==> config.mk <==
export PLATFORM = sky130hd
export DESIGN_NAME = control_pipeline
export DESIGN_NICKNAME = d
export VERILOG_FILES = /design/src/rtl/rv32i_ctrl_pkg.sv /design/src/rtl/hazard_unit.sv /design/src/rtl/control_pipeline.sv
export SDC_FILE = /design/constraint.sdc
export NUM_CORES = 1
export LEC_CHECK = 0
export CAP_MARGIN = 20
export CELL_PAD_IN_SITES_DETAIL_PLACEMENT = 2
export CELL_PAD_IN_SITES_GLOBAL_PLACEMENT = 2
export CORE_UTILIZATION = 29
export CTS_CLUSTER_SIZE = 28
export DETAILED_ROUTE_END_ITERATION = 8
export HOLD_SLACK_MARGIN = 0.15
export PLACE_DENSITY_LB_ADDON = 0.1
export SLEW_MARGIN = 40
export SYNTH_ARGS = -nofsm -noshare
export SYNTH_HDL_FRONTEND = slang
export SYNTH_SLANG_ARGS = --single-unit
==> constraint.sdc <==
create_clock -name clk -period 2.1 [get_ports clk]
set_clock_uncertainty 0.15 [all_clocks]
set_input_delay 0.315 -clock clk [delete_from_list [all_inputs] [get_ports clk]]
set_output_delay 0.315 -clock clk [all_outputs]
set_load 0.05 [all_outputs]
==> src/rtl/rv32i_ctrl_pkg.sv <==
// ============================================================================
// Module      : rv32i_ctrl_pkg
// Description : Control bundle types, bubble constants and forwarding select
//               encoding shared by the RV32I control pipeline.
// Revision    : 1.0 - initial release
// ============================================================================
`default_nettype none

package rv32i_ctrl_pkg;

  // Full decoded control as it sits in the EX stage.
  typedef struct packed {
    logic       write;
    logic       store;
    logic       load;
    logic       branch;
    logic [1:0] alu_a_sel;
    logic       alu_b_sel;
    logic [1:0] next_pc_sel;
    logic [2:0] alu_op;
  } ex_ctrl_t;

  // Control still needed once the instruction has left EX.
  typedef struct packed {
    logic write;
    logic store;
    logic load;
  } mem_ctrl_t;

  // Control still needed in write-back.
  typedef struct packed {
    logic write;
    logic load;
  } wb_ctrl_t;

  // EX operand source select.
  typedef enum logic [1:0] {
    FWD_RF  = 2'b00,
    FWD_MEM = 2'b01,
    FWD_WB  = 2'b10
  } fwd_sel_e;

  // A bubble carries no side effects at all.
  localparam ex_ctrl_t  EX_BUBBLE  = '0;
  localparam mem_ctrl_t MEM_BUBBLE = '0;
  localparam wb_ctrl_t  WB_BUBBLE  = '0;

  // Narrow the EX bundle to what MEM needs.
  function automatic mem_ctrl_t ex_to_mem(input ex_ctrl_t c);
    mem_ctrl_t m;
    m.write = c.write;
    m.store = c.store;
    m.load  = c.load;
    return m;
  endfunction

  // Narrow the MEM bundle to what WB needs.
  function automatic wb_ctrl_t mem_to_wb(input mem_ctrl_t c);
    wb_ctrl_t w;
    w.write = c.write;
    w.load  = c.load;
    return w;
  endfunction

endpackage : rv32i_ctrl_pkg

`default_nettype wire

==> src/rtl/hazard_unit.sv <==
// ============================================================================
// Module      : hazard_unit
// Description : Purely combinational load-use detection, front-end stall /
//               flush generation and EX operand forwarding selects.
// Revision    : 1.0 - initial release
// ============================================================================
`default_nettype none

module hazard_unit
  import rv32i_ctrl_pkg::*;
#(
  parameter int REG_ADDR_W = 5
) (
  input  logic                  i_redirect,
  input  logic [REG_ADDR_W-1:0] i_id_rs1,
  input  logic [REG_ADDR_W-1:0] i_id_rs2,
  input  logic                  i_id_uses_rs1,
  input  logic                  i_id_uses_rs2,
  input  logic                  i_ex_valid,
  input  logic                  i_ex_load,
  input  logic                  i_ex_write,
  input  logic [REG_ADDR_W-1:0] i_ex_rd,
  input  logic [REG_ADDR_W-1:0] i_ex_rs1,
  input  logic [REG_ADDR_W-1:0] i_ex_rs2,
  input  logic                  i_ex_uses_rs1,
  input  logic                  i_ex_uses_rs2,
  input  logic                  i_mem_valid,
  input  logic                  i_mem_write,
  input  logic [REG_ADDR_W-1:0] i_mem_rd,
  input  logic                  i_wb_valid,
  input  logic                  i_wb_write,
  input  logic [REG_ADDR_W-1:0] i_wb_rd,
  output logic                  o_load_use,
  output logic                  o_pc_stall,
  output logic                  o_if_id_stall,
  output logic                  o_if_id_flush,
  output logic [1:0]            o_fwd_a_sel,
  output logic [1:0]            o_fwd_b_sel
);

  logic w_ex_load_pending;
  logic w_mem_can_fwd;
  logic w_wb_can_fwd;
  logic w_rs1_hit;
  logic w_rs2_hit;

  // MEM beats WB because it holds the younger value of the register.
  function automatic fwd_sel_e pick_src(
    input logic [REG_ADDR_W-1:0] rs,
    input logic                  uses,
    input logic                  mem_ok,
    input logic [REG_ADDR_W-1:0] mem_rd,
    input logic                  wb_ok,
    input logic [REG_ADDR_W-1:0] wb_rd
  );
    if (mem_ok && uses && (mem_rd == rs)) begin
      return FWD_MEM;
    end else if (wb_ok && uses && (wb_rd == rs)) begin
      return FWD_WB;
    end
    return FWD_RF;
  endfunction

  // Load-use: a live load in EX whose destination the ID instruction reads.
  // Requiring rd != 0 keeps x0 from ever stalling the front end.
  always_comb begin
    w_ex_load_pending = i_ex_valid && i_ex_load && i_ex_write && (i_ex_rd != '0);
    w_rs1_hit         = i_id_uses_rs1 && (i_id_rs1 == i_ex_rd);
    w_rs2_hit         = i_id_uses_rs2 && (i_id_rs2 == i_ex_rd);
    o_load_use        = w_ex_load_pending && (w_rs1_hit || w_rs2_hit);
    // A redirect kills the dependent instruction anyway, so it wins.
    o_pc_stall        = o_load_use && !i_redirect;
    o_if_id_stall     = o_load_use && !i_redirect;
    o_if_id_flush     = i_redirect;
  end

  // Forwarding selects for both EX operands; x0 is never a forwarding source.
  always_comb begin
    w_mem_can_fwd = i_mem_valid && i_mem_write && (i_mem_rd != '0);
    w_wb_can_fwd  = i_wb_valid && i_wb_write && (i_wb_rd != '0);
    o_fwd_a_sel   = pick_src(i_ex_rs1, i_ex_uses_rs1, w_mem_can_fwd, i_mem_rd,
                             w_wb_can_fwd, i_wb_rd);
    o_fwd_b_sel   = pick_src(i_ex_rs2, i_ex_uses_rs2, w_mem_can_fwd, i_mem_rd,
                             w_wb_can_fwd, i_wb_rd);
  end

endmodule : hazard_unit

`default_nettype wire

==> src/rtl/control_pipeline.sv <==
// ============================================================================
// Module      : control_pipeline
// Description : EX/MEM/WB control stage registers for the RV32I 5-stage
//               pipeline, with load-use bubbles and redirect squashing.
// Revision    : 1.0 - initial release
// ============================================================================
`default_nettype none

module control_pipeline
  import rv32i_ctrl_pkg::*;
#(
  parameter int REG_ADDR_W = 5
) (
  input  logic                  clk,
  input  logic                  rst_n,
  input  logic                  id_write,
  input  logic                  id_store,
  input  logic                  id_load,
  input  logic                  id_branch,
  input  logic [1:0]            id_alu_operand_a_selector,
  input  logic                  id_alu_operand_b_selector,
  input  logic [1:0]            id_next_pc_selector,
  input  logic [2:0]            id_alu_operations_selector,
  input  logic [REG_ADDR_W-1:0] id_rs1,
  input  logic [REG_ADDR_W-1:0] id_rs2,
  input  logic [REG_ADDR_W-1:0] id_rd,
  input  logic                  id_uses_rs1,
  input  logic                  id_uses_rs2,
  input  logic                  ex_redirect,
  output logic                  pc_stall,
  output logic                  if_id_stall,
  output logic                  if_id_flush,
  output logic                  ex_write,
  output logic                  ex_store,
  output logic                  ex_load,
  output logic                  ex_branch,
  output logic [1:0]            ex_alu_operand_a_selector,
  output logic                  ex_alu_operand_b_selector,
  output logic [1:0]            ex_next_pc_selector,
  output logic [2:0]            ex_alu_operations_selector,
  output logic [1:0]            ex_fwd_a_sel,
  output logic [1:0]            ex_fwd_b_sel,
  output logic                  mem_write,
  output logic                  mem_store,
  output logic                  mem_load,
  output logic [REG_ADDR_W-1:0] mem_rd,
  output logic                  wb_write,
  output logic                  wb_load,
  output logic [REG_ADDR_W-1:0] wb_rd
);

  // EX stage state
  logic                  r_ex_valid;
  ex_ctrl_t              r_ex_ctrl;
  logic [REG_ADDR_W-1:0] r_ex_rd;
  logic [REG_ADDR_W-1:0] r_ex_rs1;
  logic [REG_ADDR_W-1:0] r_ex_rs2;
  logic                  r_ex_uses_rs1;
  logic                  r_ex_uses_rs2;

  // MEM stage state
  logic                  r_mem_valid;
  mem_ctrl_t             r_mem_ctrl;
  logic [REG_ADDR_W-1:0] r_mem_rd;

  // WB stage state
  logic                  r_wb_valid;
  wb_ctrl_t              r_wb_ctrl;
  logic [REG_ADDR_W-1:0] r_wb_rd;

  ex_ctrl_t              w_id_ctrl;
  ex_ctrl_t              w_ex_ctrl;
  mem_ctrl_t             w_mem_ctrl;
  wb_ctrl_t              w_wb_ctrl;
  logic [REG_ADDR_W-1:0] w_mem_rd;
  logic [REG_ADDR_W-1:0] w_wb_rd;
  logic                  w_redirect;
  logic                  w_load_use;
  logic                  w_ex_bubble;

  // Pack the decoded ID control into the stage bundle.
  always_comb begin
    w_id_ctrl             = EX_BUBBLE;
    w_id_ctrl.write       = id_write;
    w_id_ctrl.store       = id_store;
    w_id_ctrl.load        = id_load;
    w_id_ctrl.branch      = id_branch;
    w_id_ctrl.alu_a_sel   = id_alu_operand_a_selector;
    w_id_ctrl.alu_b_sel   = id_alu_operand_b_selector;
    w_id_ctrl.next_pc_sel = id_next_pc_selector;
    w_id_ctrl.alu_op      = id_alu_operations_selector;
  end

  // Valid-gated view of every stage: an empty slot shows no control and rd 0.
  always_comb begin
    w_ex_ctrl  = r_ex_valid  ? r_ex_ctrl  : EX_BUBBLE;
    w_mem_ctrl = r_mem_valid ? r_mem_ctrl : MEM_BUBBLE;
    w_wb_ctrl  = r_wb_valid  ? r_wb_ctrl  : WB_BUBBLE;
    w_mem_rd   = r_mem_valid ? r_mem_rd   : '0;
    w_wb_rd    = r_wb_valid  ? r_wb_rd    : '0;
  end

  // A redirect seen while reset is held must not flush the front end.
  assign w_redirect  = ex_redirect && rst_n;
  assign w_ex_bubble = w_redirect || w_load_use;

  hazard_unit #(
    .REG_ADDR_W (REG_ADDR_W)
  ) u_hazard_unit (
    .i_redirect    (w_redirect),
    .i_id_rs1      (id_rs1),
    .i_id_rs2      (id_rs2),
    .i_id_uses_rs1 (id_uses_rs1),
    .i_id_uses_rs2 (id_uses_rs2),
    .i_ex_valid    (r_ex_valid),
    .i_ex_load     (w_ex_ctrl.load),
    .i_ex_write    (w_ex_ctrl.write),
    .i_ex_rd       (r_ex_rd),
    .i_ex_rs1      (r_ex_rs1),
    .i_ex_rs2      (r_ex_rs2),
    .i_ex_uses_rs1 (r_ex_uses_rs1),
    .i_ex_uses_rs2 (r_ex_uses_rs2),
    .i_mem_valid   (r_mem_valid),
    .i_mem_write   (w_mem_ctrl.write),
    .i_mem_rd      (w_mem_rd),
    .i_wb_valid    (r_wb_valid),
    .i_wb_write    (w_wb_ctrl.write),
    .i_wb_rd       (w_wb_rd),
    .o_load_use    (w_load_use),
    .o_pc_stall    (pc_stall),
    .o_if_id_stall (if_id_stall),
    .o_if_id_flush (if_id_flush),
    .o_fwd_a_sel   (ex_fwd_a_sel),
    .o_fwd_b_sel   (ex_fwd_b_sel)
  );

  // EX register: capture ID, or take a bubble on load-use or redirect.
  always_ff @(posedge clk or negedge rst_n) begin
    if (!rst_n) begin
      r_ex_valid    <= 1'b0;
      r_ex_ctrl     <= EX_BUBBLE;
      r_ex_rd       <= '0;
      r_ex_rs1      <= '0;
      r_ex_rs2      <= '0;
      r_ex_uses_rs1 <= 1'b0;
      r_ex_uses_rs2 <= 1'b0;
    end else if (w_ex_bubble) begin
      r_ex_valid    <= 1'b0;
      r_ex_ctrl     <= EX_BUBBLE;
      r_ex_rd       <= '0;
      r_ex_rs1      <= '0;
      r_ex_rs2      <= '0;
      r_ex_uses_rs1 <= 1'b0;
      r_ex_uses_rs2 <= 1'b0;
    end else begin
      r_ex_valid    <= 1'b1;
      r_ex_ctrl     <= w_id_ctrl;
      r_ex_rd       <= id_rd;
      r_ex_rs1      <= id_rs1;
      r_ex_rs2      <= id_rs2;
      r_ex_uses_rs1 <= id_uses_rs1;
      r_ex_uses_rs2 <= id_uses_rs2;
    end
  end

  // MEM register: always advances; the EX instruction proceeds even on redirect.
  always_ff @(posedge clk or negedge rst_n) begin
    if (!rst_n) begin
      r_mem_valid <= 1'b0;
      r_mem_ctrl  <= MEM_BUBBLE;
      r_mem_rd    <= '0;
    end else begin
      r_mem_valid <= r_ex_valid;
      r_mem_ctrl  <= ex_to_mem(w_ex_ctrl);
      r_mem_rd    <= r_ex_valid ? r_ex_rd : '0;
    end
  end

  // WB register: always advances from MEM.
  always_ff @(posedge clk or negedge rst_n) begin
    if (!rst_n) begin
      r_wb_valid <= 1'b0;
      r_wb_ctrl  <= WB_BUBBLE;
      r_wb_rd    <= '0;
    end else begin
      r_wb_valid <= r_mem_valid;
      r_wb_ctrl  <= mem_to_wb(w_mem_ctrl);
      r_wb_rd    <= w_mem_rd;
    end
  end

  assign ex_write                   = w_ex_ctrl.write;
  assign ex_store                   = w_ex_ctrl.store;
  assign ex_load                    = w_ex_ctrl.load;
  assign ex_branch                  = w_ex_ctrl.branch;
  assign ex_alu_operand_a_selector  = w_ex_ctrl.alu_a_sel;
  assign ex_alu_operand_b_selector  = w_ex_ctrl.alu_b_sel;
  assign ex_next_pc_selector        = w_ex_ctrl.next_pc_sel;
  assign ex_alu_operations_selector = w_ex_ctrl.alu_op;

  assign mem_write = w_mem_ctrl.write;
  assign mem_store = w_mem_ctrl.store;
  assign mem_load  = w_mem_ctrl.load;
  assign mem_rd    = w_mem_rd;

  assign wb_write  = w_wb_ctrl.write;
  assign wb_load   = w_wb_ctrl.load;
  assign wb_rd     = w_wb_rd;

endmodule : control_pipeline

`default_nettype wire

Yosys cells after proc, flatten, opt, wreduce, memory -nomap -nowiden
Cells that the tools add are included.
Storage, ports and cells
  output and inout port bits: 34
  input bits: 32
  register bits after elaboration: 47
Cells by class
  multiplexer cells: 23
  equality and inequality tests: 6
  reduce and logical (&&, ||, !) cells: 26
Operator list (number)
  5-bit == test: 6
  5-bit 2-to-1 mux: 6
  12-bit 2-to-1 mux: 2
  1-bit logical AND: 20
  5-bit nonzero test: 3
  2-bit 2-to-1 mux: 7
  1-bit 2-to-1 mux: 7
  3-bit 2-to-1 mux: 1
  1-bit logical OR: 2
  1-bit zero test: 1

Longest topological paths before layout
  depth in word-level cells: 8
  gate-level depth with buffers: 5
  depth with buffers taken out: 4

Cells and area by module
From an unflattened synthesis, not the netlist that was laid out.
Second synthesis, totals
  cell total of the unflattened synthesis: 171
  area, all modules: 2073.2 um^2
Modules (own cells, without submodules)
  control_pipeline: times used 1, cells an instance 114, area an instance 1622.8 um^2
  hazard_unit: times used 1, cells an instance 57, area an instance 450.4 um^2

Worst setup path before layout
No wires, ideal clock.
  path type: reg2out
  start: register r_mem_valid
  end: output ex_fwd_a_sel[0]
  data arrival time: 2.518 ns
  path buffers: 0
  stages on the path, launching flop included: 5
  slack: -0.883 ns
  required time: 1.635 ns
  cells stage by stage: dfrtp_1 and2_1 o21ai_1 or3_1 nor3_1
On the way
  longest elaborated chain between the ends: 7
  elaborated cells on any way between the ends: 11
RTL lines
  start: declaration: line control_pipeline.sv:62  | logic r_mem_valid;
  start signal: assignment: line control_pipeline.sv:173  | r_mem_valid <= r_ex_valid;
  3-bit 2-to-1 mux (*): line control_pipeline.sv:97  | w_mem_ctrl = r_mem_valid ? r_mem_ctrl : MEM_BUBBLE;
  via mem_write: line control_pipeline.sv:43  | output logic mem_write,
  1-bit logical AND (*) (2 in a row): line hazard_unit.sv:79  | w_mem_can_fwd = i_mem_valid && i_mem_write && (i_mem_rd != '0);
  1-bit logical AND (*) (2 in a row): line hazard_unit.sv:56  | if (mem_ok && uses && (mem_rd == rs)) begin
  2-bit 2-to-1 mux / 1-bit 2-to-1 mux (equally long branches): line hazard_unit.sv:56
  2-bit 2-to-1 mux (*): line hazard_unit.sv:61  | return FWD_RF;
  end: declaration: line control_pipeline.sv:41  | output logic [1:0] ex_fwd_a_sel,
Mark *: on every way through the listed nets, which the timed path passes. The rest lies on a longest branch.

Worst setup path in the final report
  start: register r_mem_rd[2]
  end: output ex_fwd_b_sel[1]
On the way
  longest elaborated chain between the ends: 7
  elaborated cells on any way between the ends: 9
RTL lines
  start: declaration: line control_pipeline.sv:64  | logic [REG_ADDR_W-1:0] r_mem_rd;
  start signal: assignment: line control_pipeline.sv:175  | r_mem_rd <= r_ex_valid ? r_ex_rd : '0;
  5-bit 2-to-1 mux (*): line control_pipeline.sv:99  | w_mem_rd = r_mem_valid ? r_mem_rd : '0;
  5-bit nonzero test: line hazard_unit.sv:79
  1-bit logical AND: line hazard_unit.sv:79
  1-bit logical AND: line hazard_unit.sv:56
  1-bit logical AND (*): line hazard_unit.sv:56
  2-bit 2-to-1 mux / 1-bit 2-to-1 mux (equally long branches): line hazard_unit.sv:56
  2-bit 2-to-1 mux (*): line hazard_unit.sv:61
  end: declaration: line control_pipeline.sv:42  | output logic [1:0] ex_fwd_b_sel,
Mark *: on every way between the ends. The rest lies on a longest branch, timed or not.

==> results.ini <==
[grt]
grt_usage_pct = 18.5
grt_pass1_vias = 2337
grt_max_degree = 48
grt_pass1_wl_mm = 12.1
antenna_found_initial = 0
overflow = 0

[logic_synthesis]
yosysTopAreaCellShare_pct = 48.6
avgSynthCellArea_um2 = 10.2
ys_ff_latch = 47
synth_top_cell_by_area = dfrtp_1
synth_area_leaders = dfrtp_1 (49%), a21oi_2 (11%), and2_1 (8.0%)
synth_edf_count = 0
synth-seq-area-share_pct = 48.6
synth_cell_types = 37
postSynth.asyncResetShare_pct = 100
ys.flop_type = dfrtp_1
synth_nets = 270
syn_inst = 238
yosys_warnings = 0
synth_area_um2 = 2420

[detailed_routing]
vias = 2080
viasPerCell = 4.86
wl_mm = 7.44
antenna_left = 0
wl_per_cell_um = 17.4
drc_errors = 0
firstDrtPassIters = 4
dr.first_iter.drc_count = 49

[cts]
tritoncts = done
cts_sinks = 47
ctsHtreeMaxLevel = 2
clkLatencyLatePin_ns = 0.30
cts_root_buffer = clkbuf_8
cts_buffers = 5
clk_pin_slew_ns = 0.09
clk_path_buf_depth = 2

[final_layout]
final_cell_mix = dfrtp_1 (45), nand2_1 (37), buf_4 (34), a21oi_2 (30), clkdlybuf4s50_1 (29)
drive_gt1_share_pct = 38.3
nets = 357
final_area_um2 = 3810
final_common_cell = dfrtp_1
final_util_pct = 48.3
area.growth.synth_to_final_pct = 57.4
n_antenna_cell = 0

[critical_path]
cp-start-kind = register
crit_path_max_fanout = 2
end_kind = primary output
path_class = register to primary output
cp.required_ns = 1.63
max_stage_delay_ns = 0.56
cpMostUsedCell = a211oi_4
arrival_ns = 1.95
crit_slowest_cell = or4_4
cp_cell_sequence = or4_4 -> o21ai_4 -> a211oi_4 -> a211oi_4 -> buf_12

[power]
vdd_ir_drop_max_mv = 0.276
powerDensity_nw_per_um2 = 598
power.switching_w = 0.000754
power_frac_comb_pct = 31.0
p_leak_nw = 1.67
cellInternalPower_w = 0.00152
power_frac_clock_pct = 24.5
seqPwrFrac_pct = 44.4
swShare_pct = 33.1

[placed_design]
dpl_cell_area_um2 = 3630
place_congestion = 0.762
dp_hpwl_mm = 5.81
io_buffers = 65

[floorplanning]
core_area_um2 = 7890
io_pins = 66
dieArea_um2 = 8720
num_rows = 32
dieHeight_um = 93.4
start_util_pct = 30.7
chipWidth_um = 93.4

[run_status]
status = finished, violations left
violations = negative setup slack

[sta]
grt_setup_unrepaired = yes
maxSlewHeadroom_pct = 59.6
worst_slack_ns = -0.319
fmax_mhz = 413
slew_viol_final = 0
hold_violations = 0
fin_crit_sh_pct = 115
setup_viol = 6
fin_crit_ns = 2.42
worst_pin_slew_ns = 0.606

[hold_path]
hp-class = input port to register

[job]
drv_cap = 0

==> kinds of logic after synthesis <==
logic type / share of synthesized area, %
DFF: 48.6
and+or+nand+nor: 20.8
xor gates and xnor gates: 8.32
buffers and inverters: 4.13
AOI/OAI and AO/OA: 18.1
==> layer usage <==
layer  routed length [um]  part of all wire, %  track usage (%)  vias to the layer above
li1                     -                    -                -                      972
met1                 2900                   39             20.7                     1063
met2                 4250                   57             36.0                       41
met3                  206                  2.8             2.85                        4
met4                   74                 0.99             4.62                        0
met5                    0                    0                0                        -
==> what timing repair did <==
item,4_1_cts,5_1_grt
hold buffers,1,0
cloned,0,0
gates resized for setup,5,8
pin swaps,1,6
setup endpoints to repair,6,6
endpoints found under the hold margin,47,0
buffers inserted,1,1
==> cells in the mapped netlist (3+ instances only) <==
| library cell | n |
|---|---|
| o21ai_0 | 6 |
| nand4_1 | 3 |
| nor2_1 | 7 |
| inv_1 | 3 |
| nand2_1 | 37 |
| and2_1 | 31 |
| o22ai_1 | 5 |
| dfrtp_1 | 47 |
| xor2_1 | 11 |
| nand3b_1 | 3 |
| clkbuf_1 | 6 |
| buf_6 | 3 |
| xnor2_1 | 12 |
| a21oi_2 | 30 |
| buf_2 | 3 |
==> layout make-up <==
cell class / count / area (um^2)
fillers: 798 / 4080
multi-input cells: 173 / 1270
flip-flops and latches: 47 / 1180
repair buffers: 95 / 1140
well taps: 102 / 128
clock buffers: 5 / 68.8
clock inverters: 3 / 18.8
inverters: 3 / 11.3
==> power by group through the flow <==
stage	Clock [W]	Sequential [W]	Combinational (W)
final	0.000559	0.00101	0.000707
after global routing	0.000611	0.00102	0.000753
after floorplan	0	0.00102	0.000360
after global placement	0	0.00102	0.000679
after CTS	0.000582	0.00101	0.000705
after detailed placement	0	0.00103	0.000696
==> final timing paths <==
| kind | start | to | slack [ns] | cells after the start |
|---|---|---|---|---|
| max | r_mem_rd[2] | ex_fwd_b_sel[1] | -0.32 | 5 |
| min | id_rs2[1] | r_ex_rs2[1] | 0.17 | 3 |
| max reg2reg | r_ex_rd[3] | r_ex_ctrl[2] | 0.17 | 4 |
| min reg2reg | r_mem_ctrl[2] | r_wb_ctrl[1] | 0.40 | 1 |
| max in group asynchronous | rst_n | r_mem_valid | 0.83 | 3 |
| min in group asynchronous | rst_n | r_ex_ctrl[6] | 0.51 | 3 |
==> flip-flops by register name, summed over array words and instances (netlist names) <==
signal         flops
r_wb_valid         1
r_ex_ctrl         12
r_ex_rd            5
r_wb_rd            5
r_mem_rd           5
r_wb_ctrl          2
r_ex_rs1           5
r_ex_valid         1
r_mem_valid        1
r_ex_rs2           5
r_mem_ctrl         3
r_ex_uses_rs2      1
r_ex_uses_rs1      1
==> stage by stage <==
| stage | worst slack, ns | std cells | total power [W] | hold slack, ns | TNS [ns] |
|---|---|---|---|---|---|
| 5_1_grt | -0.382 | 428 | 0.00238 | 0.184 | -1.89 |
| 6_report | -0.319 | 428 | 0.00228 | 0.173 | -1.52 |
| 4_1_cts | -0.340 | 427 | 0.00230 | 0.380 | -1.69 |
| 3_3_place_gp | -0.102 | 417 | 0.00170 | 0.342 | -0.205 |
| 3_5_place_dp | -0.142 | 417 | 0.00173 | 0.352 | -0.364 |
| 2_1_floorplan | -0.109 | 238 | 0.00138 | -0.131 | -0.109 |
==> worst max-delay path: cells and delay by family, from the launching register on <==
kind | cells | cell delay, ns
buffers and inverters | 1 | 0.17
AND/OR/NAND/NOR | 1 | 0.56
flip-flops | 1 | 0.40
AO/OA/AOI/OAI | 3 | 0.52
No activity file was read; power rests on OpenSTA's default activity.
